**src/rtl/buffer_write_arbiter.sv**
```systemverilog
// buffer_write_arbiter: credit-aware round-robin burst arbiter feeding the write port of a dual-clock credit buffer
module buffer_write_arbiter #(
    parameter int NUM_REQ        = 4,
    parameter int WIDTH          = 32,
    parameter int DEPTH          = 16,
    parameter int MAX_BURST      = 8,
    parameter int CREDIT_RESERVE = 0
) (
    input  logic                         re_clk,
    input  logic                         re_reset,
    input  logic [NUM_REQ-1:0]           req_valid,
    input  logic [NUM_REQ-1:0]           req_last,
    input  logic [NUM_REQ*WIDTH-1:0]     req_data,
    output logic [NUM_REQ-1:0]           req_ready,
    input  logic [$clog2(DEPTH):0]       re_credit,
    output logic                         re_valid,
    output logic [WIDTH-1:0]             data_in,
    output logic [$clog2(NUM_REQ)-1:0]   grant_id,
    output logic                         busy,
    output logic [15:0]                  stall_cnt
);
    localparam int CW = $clog2(DEPTH) + 1;
    localparam int GW = $clog2(NUM_REQ);
    localparam logic [CW:0] RESV = (CW+1)'(CREDIT_RESERVE);
    localparam logic [8:0] MAXB = 9'(MAX_BURST);
    localparam logic [1:0] IDLE  = 2'd0;
    localparam logic [1:0] BURST = 2'd1;
    localparam logic [1:0] STALL = 2'd2;

    logic [1:0]       state_q, state_d;
    logic [GW-1:0]    ptr_q, ptr_d, grant_q, grant_d, pick, idx, next_ptr;
    logic [7:0]       beat_q, beat_d;
    logic             re_valid_q, re_valid_d;
    logic [WIDTH-1:0] data_q, data_d;
    logic [15:0]      stall_q, stall_d;
    logic [CW:0]      need;
    logic             credit_ok, g_valid, g_last, accept, burst_done;

    // the registered beat is the only one the buffer has not yet charged against re_credit
    assign need       = (CW+1)'(re_valid_q) + RESV;
    assign credit_ok  = {1'b0, re_credit} > need;
    assign g_valid    = req_valid[grant_q];
    assign g_last     = req_last[grant_q];
    assign accept     = (state_q == BURST) && g_valid && credit_ok;
    assign burst_done = accept && (g_last || ({1'b0, beat_q} + 9'd1 == MAXB));
    assign next_ptr   = (grant_q == GW'(NUM_REQ-1)) ? '0 : grant_q + 1'b1;

    always_comb begin
        pick = ptr_q;
        idx  = ptr_q;
        for (int k = NUM_REQ-1; k >= 0; k--) begin
            idx = GW'((int'(ptr_q) + k) % NUM_REQ);
            if (req_valid[idx]) pick = idx;
        end
    end

    always_comb begin
        req_ready = '0;
        if (!re_reset && state_q == BURST && credit_ok) req_ready[grant_q] = 1'b1;
    end

    always_comb begin
        state_d    = state_q;
        ptr_d      = ptr_q;
        grant_d    = grant_q;
        beat_d     = beat_q;
        stall_d    = stall_q;
        re_valid_d = accept;
        data_d     = accept ? req_data[grant_q*WIDTH +: WIDTH] : data_q;
        if (state_q == IDLE) begin
            if (|req_valid) begin
                grant_d = pick;
                beat_d  = '0;
                state_d = BURST;
            end
        end else if (state_q == BURST) begin
            if (accept) beat_d = beat_q + 8'd1;
            if (burst_done || !g_valid) begin
                state_d = IDLE;
                ptr_d   = next_ptr;
            end else if (!credit_ok) begin
                state_d = STALL;
            end
        end else if (state_q == STALL) begin
            stall_d = (stall_q == 16'hFFFF) ? stall_q : stall_q + 16'd1;
            if (credit_ok) state_d = BURST;
        end else begin
            state_d = IDLE;
        end
    end

    always_ff @(posedge re_clk) begin
        if (re_reset) begin
            state_q    <= IDLE;
            ptr_q      <= '0;
            grant_q    <= '0;
            beat_q     <= '0;
            re_valid_q <= 1'b0;
            data_q     <= '0;
            stall_q    <= '0;
        end else begin
            state_q    <= state_d;
            ptr_q      <= ptr_d;
            grant_q    <= grant_d;
            beat_q     <= beat_d;
            re_valid_q <= re_valid_d;
            data_q     <= data_d;
            stall_q    <= stall_d;
        end
    end

    assign re_valid  = re_valid_q;
    assign data_in   = data_q;
    assign grant_id  = grant_q;
    assign busy      = state_q != IDLE;
    assign stall_cnt = stall_q;
endmodule
```
**config.mk**
```make
export PLATFORM = sky130hd
export DESIGN_NAME = buffer_write_arbiter
export DESIGN_NICKNAME = d
export VERILOG_FILES = /design/src/rtl/buffer_write_arbiter.sv
export SDC_FILE = /design/constraint.sdc
export NUM_CORES = 1
export LEC_CHECK = 0
export ABC_CLOCK_PERIOD_IN_PS = 2720
export CORE_UTILIZATION = 40
export DETAILED_ROUTE_END_ITERATION = 10
export GPL_ROUTABILITY_DRIVEN = 0
export PLACE_DENSITY = 0.85
export SYNTH_ARGS = -nofsm -noshare
export SYNTH_HDL_FRONTEND = slang
export SYNTH_SLANG_ARGS = --single-unit
```
**constraint.sdc**
```tcl
create_clock -name re_clk -period 2.72 [get_ports re_clk]
set_clock_uncertainty 0.2 [all_clocks]
set_input_delay 0.68 -clock re_clk [delete_from_list [all_inputs] [get_ports re_clk]]
set_output_delay 0.68 -clock re_clk [all_outputs]
set_load 0.05 [all_outputs]
```
==> results.yml <==
status:
  status: "finished with violations"
  failing_checks: "design-rule violations, negative setup slack"
timing:
  setup_viol: 4
  slew_violations: 0
  tns_ps: -77.4
  slew_headroom: 0.540
  post-route-worst-setup-slack_ps: -21.8
  timing_hold_violations_final: 0
  tightest_slew_ps: 689
  min_period_over_period: 1.01
  whs_ps: 254
  grt_setup_unrepaired: "true"
  clock.fmax_mhz: 365
  min_period_ps: 2740
worst_setup_path:
  critical_path_class: "in -> out"
  arrival_ps: 1860
  timing.critical_path.from_type: "input port"
  critPathMaxFanout: 5
  timing.critical_path.required_ps: 1840
  type_of_destination_of_the_critical_path: "output port"
grt:
  grt_antenna_before_repair: 0
  grt_max_degree: 62
  globalRoute.totalOverflow: 0
  vias_in_the_first_global_route: 4047
  grt_usage: 0.259
  grt_first_pass_wirelength_mm: 19.4
die:
  fp-row-count: 34
  design.core.area_um2: 8810
  io-pin-count: 199
  starting_density_of_the_core: 0.416
  design.die.area_um2: 9550
  floorplan.die.width_um: 97.7
  floorplan.die.height_um: 97.7
final_layout:
  fillCellCount: 605
  layout.cells.most_common_list: "sky130_fd_sc_hd__clkdlybuf4s50_1 (186), sky130_fd_sc_hd__nand2_1 (83), sky130_fd_sc_hd__dfxtp_1 (61), sky130_fd_sc_hd__a21oi_1 (46), sky130_fd_sc_hd__mux4_2 (34)"
  post-route-util: 0.702
  most_common_cell_after_layout_fill_and_taps_aside: "sky130_fd_sc_hd__clkdlybuf4s50_1"
  fin_area_um2: 6180
  share_of_post_route_cells_with_drive_strength_above_1: 0.165
  nets: 757
  synthToLayoutAreaGrowth_pct: 68.7
  diodes: 0
routing:
  dr.pass1.iters: 9
  first_iter_violations: 166
  postRouteWirelength_mm: 12.5
  route.detailed.drc: 12
  vias: 3912
  drt.antenna.violating_nets: 0
  post_drt_wl_per_cell_um: 17.4
  route.detailed.vias_per_inst: 5.44
yosys:
  synthesis.nets: 550
  synth_ff_type: "sky130_fd_sc_hd__dfxtp_1"
  synth-seq-area-share: 0.344
  postSynthRegisterBits: 63
  syn_area_um2: 3660
  edff_count_synth: 0
  gate_count_of_the_mapped_netlist: 399
  synth.avg_cell_area_um2: 9.18
  synth_cell_types: 44
  async_flop_share: 0
  synthesis_warning_total: 0
power:
  fin_total_pwr_w: 0.00265
  max-vdd-ir-drop_uv: 233
  power_density_over_the_cells_nw_per_um2: 429
  leakagePower_nw: 2.19
clock_tree:
  clock_sinks: 63
  cts-buffers-inserted: 9
  clock_latency_ps: 320
  clk_pin_slew_worst_paths_ps: 70
  tritoncts: "yes"
  clk_root_buffer_cell: "sky130_fd_sc_hd__clkbuf_8"
  cts-htree-levels: 3
  cts-root-to-sink-buffers: 2
place:
  port_buffers: 198
  dpl_hpwl_mm: 9.56
  place_area_um2: 5930
worst_hold_path:
  holdCritPathClass: "reg -> reg"
job:
  drv.max_cap_violation_count: 0
[power by group]
| part | internal, W | switching (W) | total (W) |
|---|---|---|---|
| logic | 0.000456 | 0.000408 | 0.000864 |
| clock network | 0.000420 | 0.000362 | 0.000782 |
| registers | 0.000967 | 0.0000362 | 0.00100 |
[area by class of cell]
| class | count | area [um2] | share of cell area |
|---|---|---|---|
| multi-input cells | 303 | 2310 | 0.373 |
| inverters | 7 | 28.8 | 0.00466 |
| clock buffers | 10 | 128 | 0.0207 |
| clock inverters | 6 | 61.3 | 0.00992 |
| repair buffers | 222 | 2260 | 0.365 |
| well taps | 108 | 135 | 0.0219 |
| flip-flops and latches | 63 | 1260 | 0.204 |
[kinds of logic after synthesis]
family / count (synthesis) / share of synthesized area
AOI/OAI and AO/OA: 78 / 0.135
xor gates and xnor gates: 12 / 0.0287
DFF: 63 / 0.344
and+or+nand+nor: 170 / 0.211
muxes: 35 / 0.212
adders and majority gates: 8 / 0.0273
buffers and inverters: 33 / 0.0417
[Yosys cell counts (2+ instances only)]
cell	instances	share of area
sky130_fd_sc_hd__and4_1	3	0.0072
sky130_fd_sc_hd__ha_1	8	0.027
sky130_fd_sc_hd__inv_1	7	0.0072
sky130_fd_sc_hd__nand2b_1	3	0.0051
sky130_fd_sc_hd__xor2_1	8	0.019
sky130_fd_sc_hd__a21oi_2	2	0.0048
sky130_fd_sc_hd__a31oi_1	2	0.0034
sky130_fd_sc_hd__buf_6	2	0.0061
sky130_fd_sc_hd__and3_1	5	0.0085
sky130_fd_sc_hd__dfxtp_1	63	0.34
sky130_fd_sc_hd__o21ai_0	9	0.012
sky130_fd_sc_hd__nand3_1	7	0.0096
sky130_fd_sc_hd__nor3b_1	2	0.0041
sky130_fd_sc_hd__nand2_1	83	0.085
sky130_fd_sc_hd__o2111a_1	2	0.0061
sky130_fd_sc_hd__nor3_1	5	0.0068
sky130_fd_sc_hd__o211ai_1	3	0.0061
sky130_fd_sc_hd__a211oi_2	3	0.010
sky130_fd_sc_hd__nor2_1	33	0.034
sky130_fd_sc_hd__nand4_1	6	0.010
sky130_fd_sc_hd__a31o_2	2	0.0048
sky130_fd_sc_hd__buf_2	8	0.011
sky130_fd_sc_hd__xnor2_1	4	0.0096
sky130_fd_sc_hd__and2_1	6	0.010
sky130_fd_sc_hd__clkbuf_1	15	0.015
sky130_fd_sc_hd__nand3b_1	3	0.0061
sky130_fd_sc_hd__or3_1	4	0.0068
sky130_fd_sc_hd__a21oi_1	46	0.063
sky130_fd_sc_hd__nor2b_1	5	0.0085
sky130_fd_sc_hd__mux4_2	34	0.21
sky130_fd_sc_hd__nor4_1	3	0.0051
[flip-flops by register name (all words and copies together), names as in the netlist]
name,cells
beat_q,8
stall_cnt,16
state_q,2
ptr_q,2
data_in,32
grant_id,2
re_valid,1
[critical path: stages]
cell and delay, ps:
sky130_fd_sc_hd__dlygate4sd2_1 250, sky130_fd_sc_hd__nor4_4 340, sky130_fd_sc_hd__o21a_4 210, sky130_fd_sc_hd__nor3_4 60
sky130_fd_sc_hd__and2_4 180, sky130_fd_sc_hd__buf_12 140
[worst paths after layout]
kind / start / endpoint / slack (ps) / depth (start not counted)
worst max-delay path: re_credit[3] / req_ready[1] / -20 / 6
worst max register to register: grant_id[1]$_SDFFE_PP0P_ / beat_q[7]$_SDFFE_PP0P_ / 420 / 6
worst min register to register: data_in[4]$_SDFFE_PP0P_ / data_in[4]$_SDFFE_PP0P_ / 250 / 2
worst min-delay path: data_in[4]$_SDFFE_PP0P_ / data_in[4]$_SDFFE_PP0P_ / 250 / 2
[metal layers]
| metal | share of wire | track usage |
|---|---|---|
| met1 | 0.37 | 0.284 |
| met2 | 0.53 | 0.475 |
| met3 | 0.071 | 0.0705 |
| met4 | 0.026 | 0.100 |
| met5 | 0 | 0 |
[repair_timing]
item,CTS,global route
resized for setup,16,6
hold buffers,0,0
pin swaps,8,6
endpoints found under the setup margin,4,5
buffers inserted,1,1
[stage by stage]
| stage | worst slack (ps) | instances |
|---|---|---|
| after detailed placement | -471 | 702 |
| after floorplan | 21.2 | 399 |
| final | -21.8 | 719 |
| after global routing | -36.0 | 719 |
| after global placement | -438 | 702 |
| after CTS | 2.72 | 718 |
(Power assumes the default switching activity.)
